===== config.mk =====
export PLATFORM = sky130hd
export DESIGN_NAME = led_fade_pwm
export DESIGN_NICKNAME = d
export VERILOG_FILES = /design/src/rtl/led_fade_pwm.sv
export SDC_FILE = /design/constraint.sdc
export NUM_CORES = 1
export LEC_CHECK = 0
export BUFFER_PORTS_ARGS = -buffer_cell sky130_fd_sc_hd__buf_2
export CORE_AREA = 2 2 164 166
export CTS_BUF_LIST = sky130_fd_sc_hd__clkbuf_16
export CTS_CLUSTER_DIAMETER = 100
export DETAILED_ROUTE_END_ITERATION = 8
export DIE_AREA = 0 0 166 168
export GPL_TIMING_DRIVEN = 1
export PLACE_DENSITY = 0.48
export SYNTH_ARGS = -nofsm -noshare
export SYNTH_HDL_FRONTEND = slang
export SYNTH_SLANG_ARGS = --single-unit
export TNS_END_PERCENT = 10

===== constraint.sdc =====
create_clock -name clk -period 6.4 [get_ports clk]
set_clock_uncertainty 0.1 [all_clocks]
set_input_delay 1.6 -clock clk [delete_from_list [all_inputs] [get_ports clk]]
set_output_delay 1.6 -clock clk [all_outputs]
set_load 0.1 [all_outputs]

===== src/rtl/led_fade_pwm.sv =====
// led_fade_pwm: per-LED linear brightness fader driving frame-synchronous PWM
// outputs. Static on/off levels from the SoC ramp up and down one brightness
// step per prescaler tick, and a shadowed duty register keeps every PWM frame
// glitch-free.
module led_fade_pwm #(
    parameter int N_LED    = 4,
    parameter int PWM_BITS = 8,
    parameter int PRESCALE = 4096
) (
    input  logic                clk,
    input  logic                rst,
    input  logic [N_LED-1:0]    led_i,
    input  logic [PWM_BITS-1:0] max_level,
    output logic [N_LED-1:0]    led_o,
    output logic                busy
);

    localparam int                  PS_W     = $clog2(PRESCALE);
    localparam logic [PS_W-1:0]     PS_LAST  = PS_W'(PRESCALE - 1);
    localparam logic [PWM_BITS-1:0] CNT_LAST = '1;

    typedef enum logic [1:0] {
        ST_OFF,
        ST_RISE,
        ST_ON,
        ST_FALL
    } state_t;

    // Reset synchroniser: asserts with rst, releases two clock edges later.
    logic [1:0] rst_pipe_q, rst_pipe_d;
    logic       rst_int;

    logic [N_LED-1:0]                led_q, led_d;
    logic [PS_W-1:0]                 presc_q, presc_d;
    logic                            tick;
    logic [PWM_BITS-1:0]             pwm_cnt_q, pwm_cnt_d;
    logic [N_LED-1:0][PWM_BITS-1:0]  bright_q, bright_d;
    logic [N_LED-1:0][PWM_BITS-1:0]  duty_q, duty_d;
    logic [N_LED-1:0]                led_o_q, led_o_d;
    logic                            busy_q, busy_d;
    state_t                          state_q [N_LED];
    state_t                          state_d [N_LED];

    assign rst_int = rst_pipe_q[1];

    // Reset release pipeline; the internal reset is the last stage.
    always_ff @(posedge clk or posedge rst) begin
        // NOTE: flops are written with <= so each one samples pre-edge values,
        // independent of statement order.
        if (rst) begin
            rst_pipe_q <= 2'b11;
        end else begin
            rst_pipe_q <= rst_pipe_d;
        end
    end

    // Free-running counters, step tick and input capture.
    always_comb begin
        // NOTE: every signal assigned here gets a value on every path, so no
        // latch can be inferred.
        rst_pipe_d = {rst_pipe_q[0], 1'b0};
        led_d      = led_i;
        tick       = (presc_q == PS_LAST);
        presc_d    = tick ? '0 : presc_q + PS_W'(1);
        pwm_cnt_d  = pwm_cnt_q + PWM_BITS'(1);
    end

    // Per-channel fade FSM; only a tick can move state or brightness.
    always_comb begin
        for (int i = 0; i < N_LED; i++) begin
            state_d[i]  = state_q[i];
            bright_d[i] = bright_q[i];
            if (tick) begin
                unique case (state_q[i])
                    ST_OFF: begin
                        if (led_q[i] && (max_level != '0)) begin
                            state_d[i] = ST_RISE;
                        end
                    end
                    ST_RISE: begin
                        // A reversal only changes direction; brightness holds.
                        if (!led_q[i]) begin
                            state_d[i] = ST_FALL;
                        end else if (max_level == '0) begin
                            state_d[i]  = ST_OFF;
                            bright_d[i] = '0;
                        end else if (bright_q[i] >= max_level - PWM_BITS'(1)) begin
                            // Reaching the ceiling, or the ceiling dropped
                            // below us: clamp and settle.
                            state_d[i]  = ST_ON;
                            bright_d[i] = max_level;
                        end else begin
                            bright_d[i] = bright_q[i] + PWM_BITS'(1);
                        end
                    end
                    ST_ON: begin
                        if (!led_q[i]) begin
                            state_d[i] = ST_FALL;
                        end else if (max_level == '0) begin
                            state_d[i]  = ST_OFF;
                            bright_d[i] = '0;
                        end else begin
                            bright_d[i] = max_level;
                        end
                    end
                    ST_FALL: begin
                        if (led_q[i]) begin
                            state_d[i] = ST_RISE;
                        end else if (bright_q[i] <= PWM_BITS'(1)) begin
                            state_d[i]  = ST_OFF;
                            bright_d[i] = '0;
                        end else begin
                            bright_d[i] = bright_q[i] - PWM_BITS'(1);
                        end
                    end
                    default: begin
                        state_d[i]  = ST_OFF;
                        bright_d[i] = '0;
                    end
                endcase
            end
        end
    end

    // Duty shadow, PWM compare and busy flag.
    always_comb begin
        busy_d = 1'b0;
        for (int i = 0; i < N_LED; i++) begin
            // Duty only follows brightness on the last count of a frame, so a
            // frame never sees its compare value change part-way through.
            duty_d[i]  = (pwm_cnt_q == CNT_LAST) ? bright_q[i] : duty_q[i];
            led_o_d[i] = (pwm_cnt_q < duty_q[i]);
            // Built from next state so busy lines up with the state register.
            if ((state_d[i] == ST_RISE) || (state_d[i] == ST_FALL)) begin
                busy_d = 1'b1;
            end
        end
    end

    // All fader, PWM and output registers; async reset clears led_o at once.
    always_ff @(posedge clk or posedge rst_int) begin
        if (rst_int) begin
            led_q     <= '0;
            presc_q   <= '0;
            pwm_cnt_q <= '0;
            // NOTE: the per-channel arrays are ordinary flops, not RAM, so
            // they are cleared by reset like every other register.
            bright_q  <= '0;
            duty_q    <= '0;
            led_o_q   <= '0;
            busy_q    <= 1'b0;
            for (int i = 0; i < N_LED; i++) begin
                state_q[i] <= ST_OFF;
            end
        end else begin
            led_q     <= led_d;
            presc_q   <= presc_d;
            pwm_cnt_q <= pwm_cnt_d;
            bright_q  <= bright_d;
            duty_q    <= duty_d;
            led_o_q   <= led_o_d;
            busy_q    <= busy_d;
            for (int i = 0; i < N_LED; i++) begin
                state_q[i] <= state_d[i];
            end
        end
    end

    assign led_o = led_o_q;
    assign busy  = busy_q;

endmodule


Word-level counts from Yosys, hierarchy flattened
Cells that the tools add are included.

Flip-flop bits (word level): 103. Bits in latches: 0. RAM bits: 0. ROM bits: 0. Bits of input ports: 14. Output and inout bits: 5. Logic and storage cells: 171. Memories: 0.

$add $sub $neg: 11. Multiply operators: 0. Div/mod/pow operators: 0. $lt $le $gt $ge: 12. Eq/ne operators: 34. Shift operators: 0. Multiplexer cells: 74. Bitwise operators: 0. Reduce and logical (&&, ||, !) cells: 22.

Operators by type and width (count): two-way mux 8 bit (25); one-hot mux 8 bit (3 select lines) (4); two-way mux 2 bit (36); adder 8 x 1 -> 8 bit (second input constant) (5); subtractor 8 x 1 -> 8 bit (second input constant) (5); >= comparator 8 bit (4); <= comparator 8 x 1 -> 1 bit (second input constant) (4); less-than comparator 8 bit (4); one-hot mux 2 bit (4 select lines) (4); equality test 2 bit (second input constant) (12); inequality test 2 bit (second input constant) (12); AND reduction 5 bit (4); equality test 2 x 1 -> 1 bit (second input constant) (8); adder 12 x 1 -> 12 bit (second input constant) (1); equality test 12 bit (second input constant) (1); two-way mux 12 bit (1); nonzero test 3 bit (4); equality test 8 bit (second input constant) (1); logical NOT 2 bit (4); logical NOT 8 bit (1); nonzero test 8 bit (1); logical AND 1 bit (4); logical OR 1 bit (4); two-way mux 1 bit (4).

Logic depth before layout (Yosys ltp)
Depth in word-level cells: 13. Gate-level depth with buffers: 14. Gate-level depth less buffers: 12.

Worst setup path before layout
OpenSTA, ideal clock, no wires.

Path kind: input to register. Start: in max_level[0]. End: reg bright_q[19] (netlist bit). Setup time: 0.126 ns. Arrival time: 4.509 ns. Data required time: 6.174 ns. Setup slack: 1.665 ns. Stages: 13. Path buffers: 1. Cell sequence: buf_2 inv_1 ha_1 xnor2_1 ha_1 a21o_1 a31oi_1 o21ai_0 maj3_2 maj3_2 maj3_2 and2_4 a221o_1.

Word-level cells in the longest chain between the ends: 6. Elaborated cells between the ends (all ways): 9.

RTL lines: from (decl) (RTL line 13) `input logic [PWM_BITS-1:0] max_level,`; subtractor 8 x 1 -> 8 bit (RTL line 87) `end else if (bright_q[i] >= max_level - PWM_BITS'(1)) begin`; >= comparator 8 bit (RTL line 87); two-way mux 8 bit (RTL line 87); two-way mux 8 bit (RTL line 84) `end else if (max_level == '0) begin`; two-way mux 8 bit (RTL line 82) `if (!led_q[i]) begin`; one-hot mux 8 bit (3 select lines) * (RTL line 74) `unique case (state_q[i])`; to (signal assigned) (RTL line 159) `bright_q <= bright_d;`; to (decl) (RTL line 37) `logic [N_LED-1:0][PWM_BITS-1:0] bright_q, bright_d;`.

Every way passes the cells marked *; elsewhere a longest branch is shown, timed or not. The select of a mux whose other input is x is not followed. A chain may end at the register's enable or synchronous reset.

Worst setup path after layout
Ends and elaborated chain as after synthesis.

==> results.ini <==
[layout]
syn2layout_area_growth_pct = 7.51
seq_area_mm2 = 0.00258
nFillCells = 2789
drive_gt1_share_pct = 10.1
most-common-layout-cells = 101 x dfrtp_1, 84 x o21ai_0, 68 x ha_1
layout_commonest_cell = dfrtp_1
fin_nets = 932
n_antenna_cell = 0
multi_input_area_mm2 = 0.00469

[power_and_ir_drop]
p_leak_nw = 3.58
switching_share_pct = 26.0
vdd_drop_max_uv = 118
power_density_mw_per_mm2 = 160
seq_power_share_pct = 49.1
p_int_w = 0.000992
power.switching_w = 0.000348
power_frac_clock_pct = 44.0
p_comb_share_pct = 7.0

[detailed_routing]
wl_met2_um = 9570
first_pass_iters = 4
drt-initial-drc-count = 458
ant_nets = 0
vias_per_cell = 5.28
wire_per_inst_um = 17.9
top_layer_used = met4
drc = 0
vias = 6311
wl_met3_um = 572
drt-met1-wl_um = 11000
wirelength_um = 21400

[floorplanning]
pin_count = 19
core_area_mm2 = 0.0264
fp.dieW_um = 166
die_y_um = 168
die-area_mm2 = 0.0279
start_util_pct = 29.5
rows = 60

[setup_path]
arrival_ns = 5.08
cp_slowest_cell = maj3_2
worstSetupPathType = input port to flip-flop
path_delay_family = adder cells
crit_required_ns = 6.56
r2r_cells = 8
worstPathCellList = buf_2 -> inv_1 -> ha_1 -> xnor2_1 -> ha_1 -> a21o_1 -> a31oi_1 -> o21ai_0 -> maj3_2 -> maj3_2 -> maj3_2 -> and2_4 -> a221o_1
crit_fanout = 12
reg2reg_slack_ns = 2.98
worst-path-buf-inv = 2
rr_endpoint = busy
worst_path_most_repeated_cell = maj3_2
rr_startpoint = bright_q[18]
slowest_delay_ns = 0.42
cp-start-kind = input port
cp-end-kind = flip-flop

[global_route]
antenna_found_initial = 0
grt_pass1_vias = 6088
gr-total-overflow = 0
grt_pass1_wl_um = 35200
grt_max_degree = 63
gr-usage-all-layers_pct = 15.8

[clock_network]
cts_made_buffers = 9
numClockSinks = 103
max-clock-path-buffers = 2
tritoncts = built
clk_pin_slew_ns = 0.08
cts_resized = 0
root_buffer = clkbuf_16
clk_latency_ns = 0.36
cts_max_level = 3
postCtsSetupBuffers = 0
hold_buffers = 0

[timing]
max_slew_margin_pct = 35.1
min_period_ns = 4.93
max_freq_ghz = 0.203
drv_slew = 0
final.setup.tns_ns = 0
hold_viol_final = 0
finalSetupViolCount = 0
fin_ws_ns = 1.47
finalCritPeriodShare_pct = 77.0
rsz0062_at_grt = no
worst_pin_slew_ns = 0.967

[yosys]
ys_seq_elements = 103
synth.distinct_cells = 81
syn_area_mm2 = 0.00776
yosysTopAreaCell = dfrtp_1
synth_cells = 880
netlist.area_leader.share_pct = 32.6
ys_warn_count = 0
ys_seq_area_share_pct = 33.2
avgSynthCellArea_um2 = 8.82
syn_nets = 962
synth_edf_count = 0
synthTopCellsByArea = dfrtp_1 33%, ha_1 11%, o21ai_0 5.4%, xnor2_1 3.6%, mux2_2 3.3%
synthFlopType = dfrtp_1
async_flop_share_pct = 100

[placement]
dp_slack_ns = 1.10
hpwl_um = 14900
place_congestion = 0.817
portBuffers = 18

[hold_path]
hp-class = flip-flop to async pin

[outcome]
outcome = completed

[run]
drv_cap = 0

-- Yosys cell counts (4+ instances only) --
cell type / instances
buf_6: 4
and4_1: 4
dfrtp_1: 101
nor2b_1: 10
o21ai_0: 84
a21oi_1: 43
mux2_2: 23
buf_1: 5
maj3_2: 5
inv_1: 53
nand2_1: 50
o221ai_1: 7
o31ai_1: 4
clkbuf_1: 45
xor2_1: 14
nor4_1: 5
and3_1: 9
o2bb2ai_1: 4
mux2i_1: 21
o211ai_1: 4
a31oi_1: 12
o22ai_1: 5
a21o_1: 16
a211o_1: 4
ha_1: 68
nand3_1: 33
xnor2_1: 32
buf_2: 10
o21a_1: 5
nand4_1: 10
a32oi_1: 5
a22oi_1: 15
nor3_1: 27
nand2b_1: 14
nor2_1: 61
and2_1: 7
-- power groups by stage --
stage	registers, W	logic (W)	clock network (W)
after floorplan	0.000667	0.0000708	0
after global placement	0.000670	0.0000934	0
after detailed placement	0.000670	0.0000942	0
after CTS	0.000657	0.0000949	0.000610
after global routing	0.000658	0.000106	0.000632
final	0.000657	0.0000932	0.000589
-- kinds of logic (layout without fill, tap and decap cells) --
| logic type | Yosys count | after routing | synth area share (%) |
|---|---|---|---|
| buf+inv | 118 | 93 | 6.30 |
| fa+ha+maj | 75 | 75 | 11.9 |
| simple gates | 244 | 244 | 15.9 |
| other cells | 1 | 1 | 0.0483 |
| compound gates | 248 | 248 | 21.2 |
| flops | 103 | 103 | 33.2 |
| xor+xnor | 47 | 47 | 5.40 |
| mux | 44 | 44 | 6.04 |
-- per-layer routing --
metal / vias to the layer above / global-route usage, %
met2: 109 / 24.6
li1: 3116 / -
met3: 23 / 2.19
met1: 3063 / 22.8
met4: 0 / 4.42
met5: - / 0
-- how the worst max path moves through the flow --
stage | to | cells past startpoint | from | slack [ns]
after floorplan | bright_q[19] | 13 | max_level[0] | 1.66
after global placement | bright_q[19] | 13 | max_level[0] | 1.20
after detailed placement | bright_q[19] | 13 | max_level[0] | 1.10
after CTS | bright_q[19] | 13 | max_level[0] | 1.48
after global routing | bright_q[19] | 13 | max_level[0] | 1.27
final | bright_q[19] | 13 | max_level[0] | 1.47
-- sequential cells by signal, indices dropped and copies added, names as in the netlist, named ones only --
| register | flops |
|---|---|
| presc_q | 12 |
| bright_q | 32 |
| duty_q | 32 |
| state_q | 4 |
| led_o | 4 |
| rst_pipe_q | 2 |
| pwm_cnt_q | 8 |
| led_q | 4 |
| busy | 1 |
-- final cells by class --
type / instances / share of cell area, %
flip-flops and latches: 103 / 30.9
clock buffers: 9 / 2.70
well taps: 341 / 5.11
inverters: 53 / 2.41
repair buffers: 24 / 1.62
multi-input cells: 659 / 56.2
clock inverters: 7 / 1.00
-- metrics by stage --
stage	utilization [%]	hold WS [ns]	cell area [um2]	std cells	total power, W
2_1_floorplan	-	0.245	7760	880	0.000738
3_3_place_gp	30.5	0.233	8040	1180	0.000764
3_5_place_dp	30.5	0.238	8040	1180	0.000765
4_1_cts	31.7	0.248	8350	1196	0.00136
5_1_grt	31.7	0.261	8350	1196	0.00140
6_report	31.7	0.210	8350	1196	0.00134
Power figures use the tool's default switching activity.
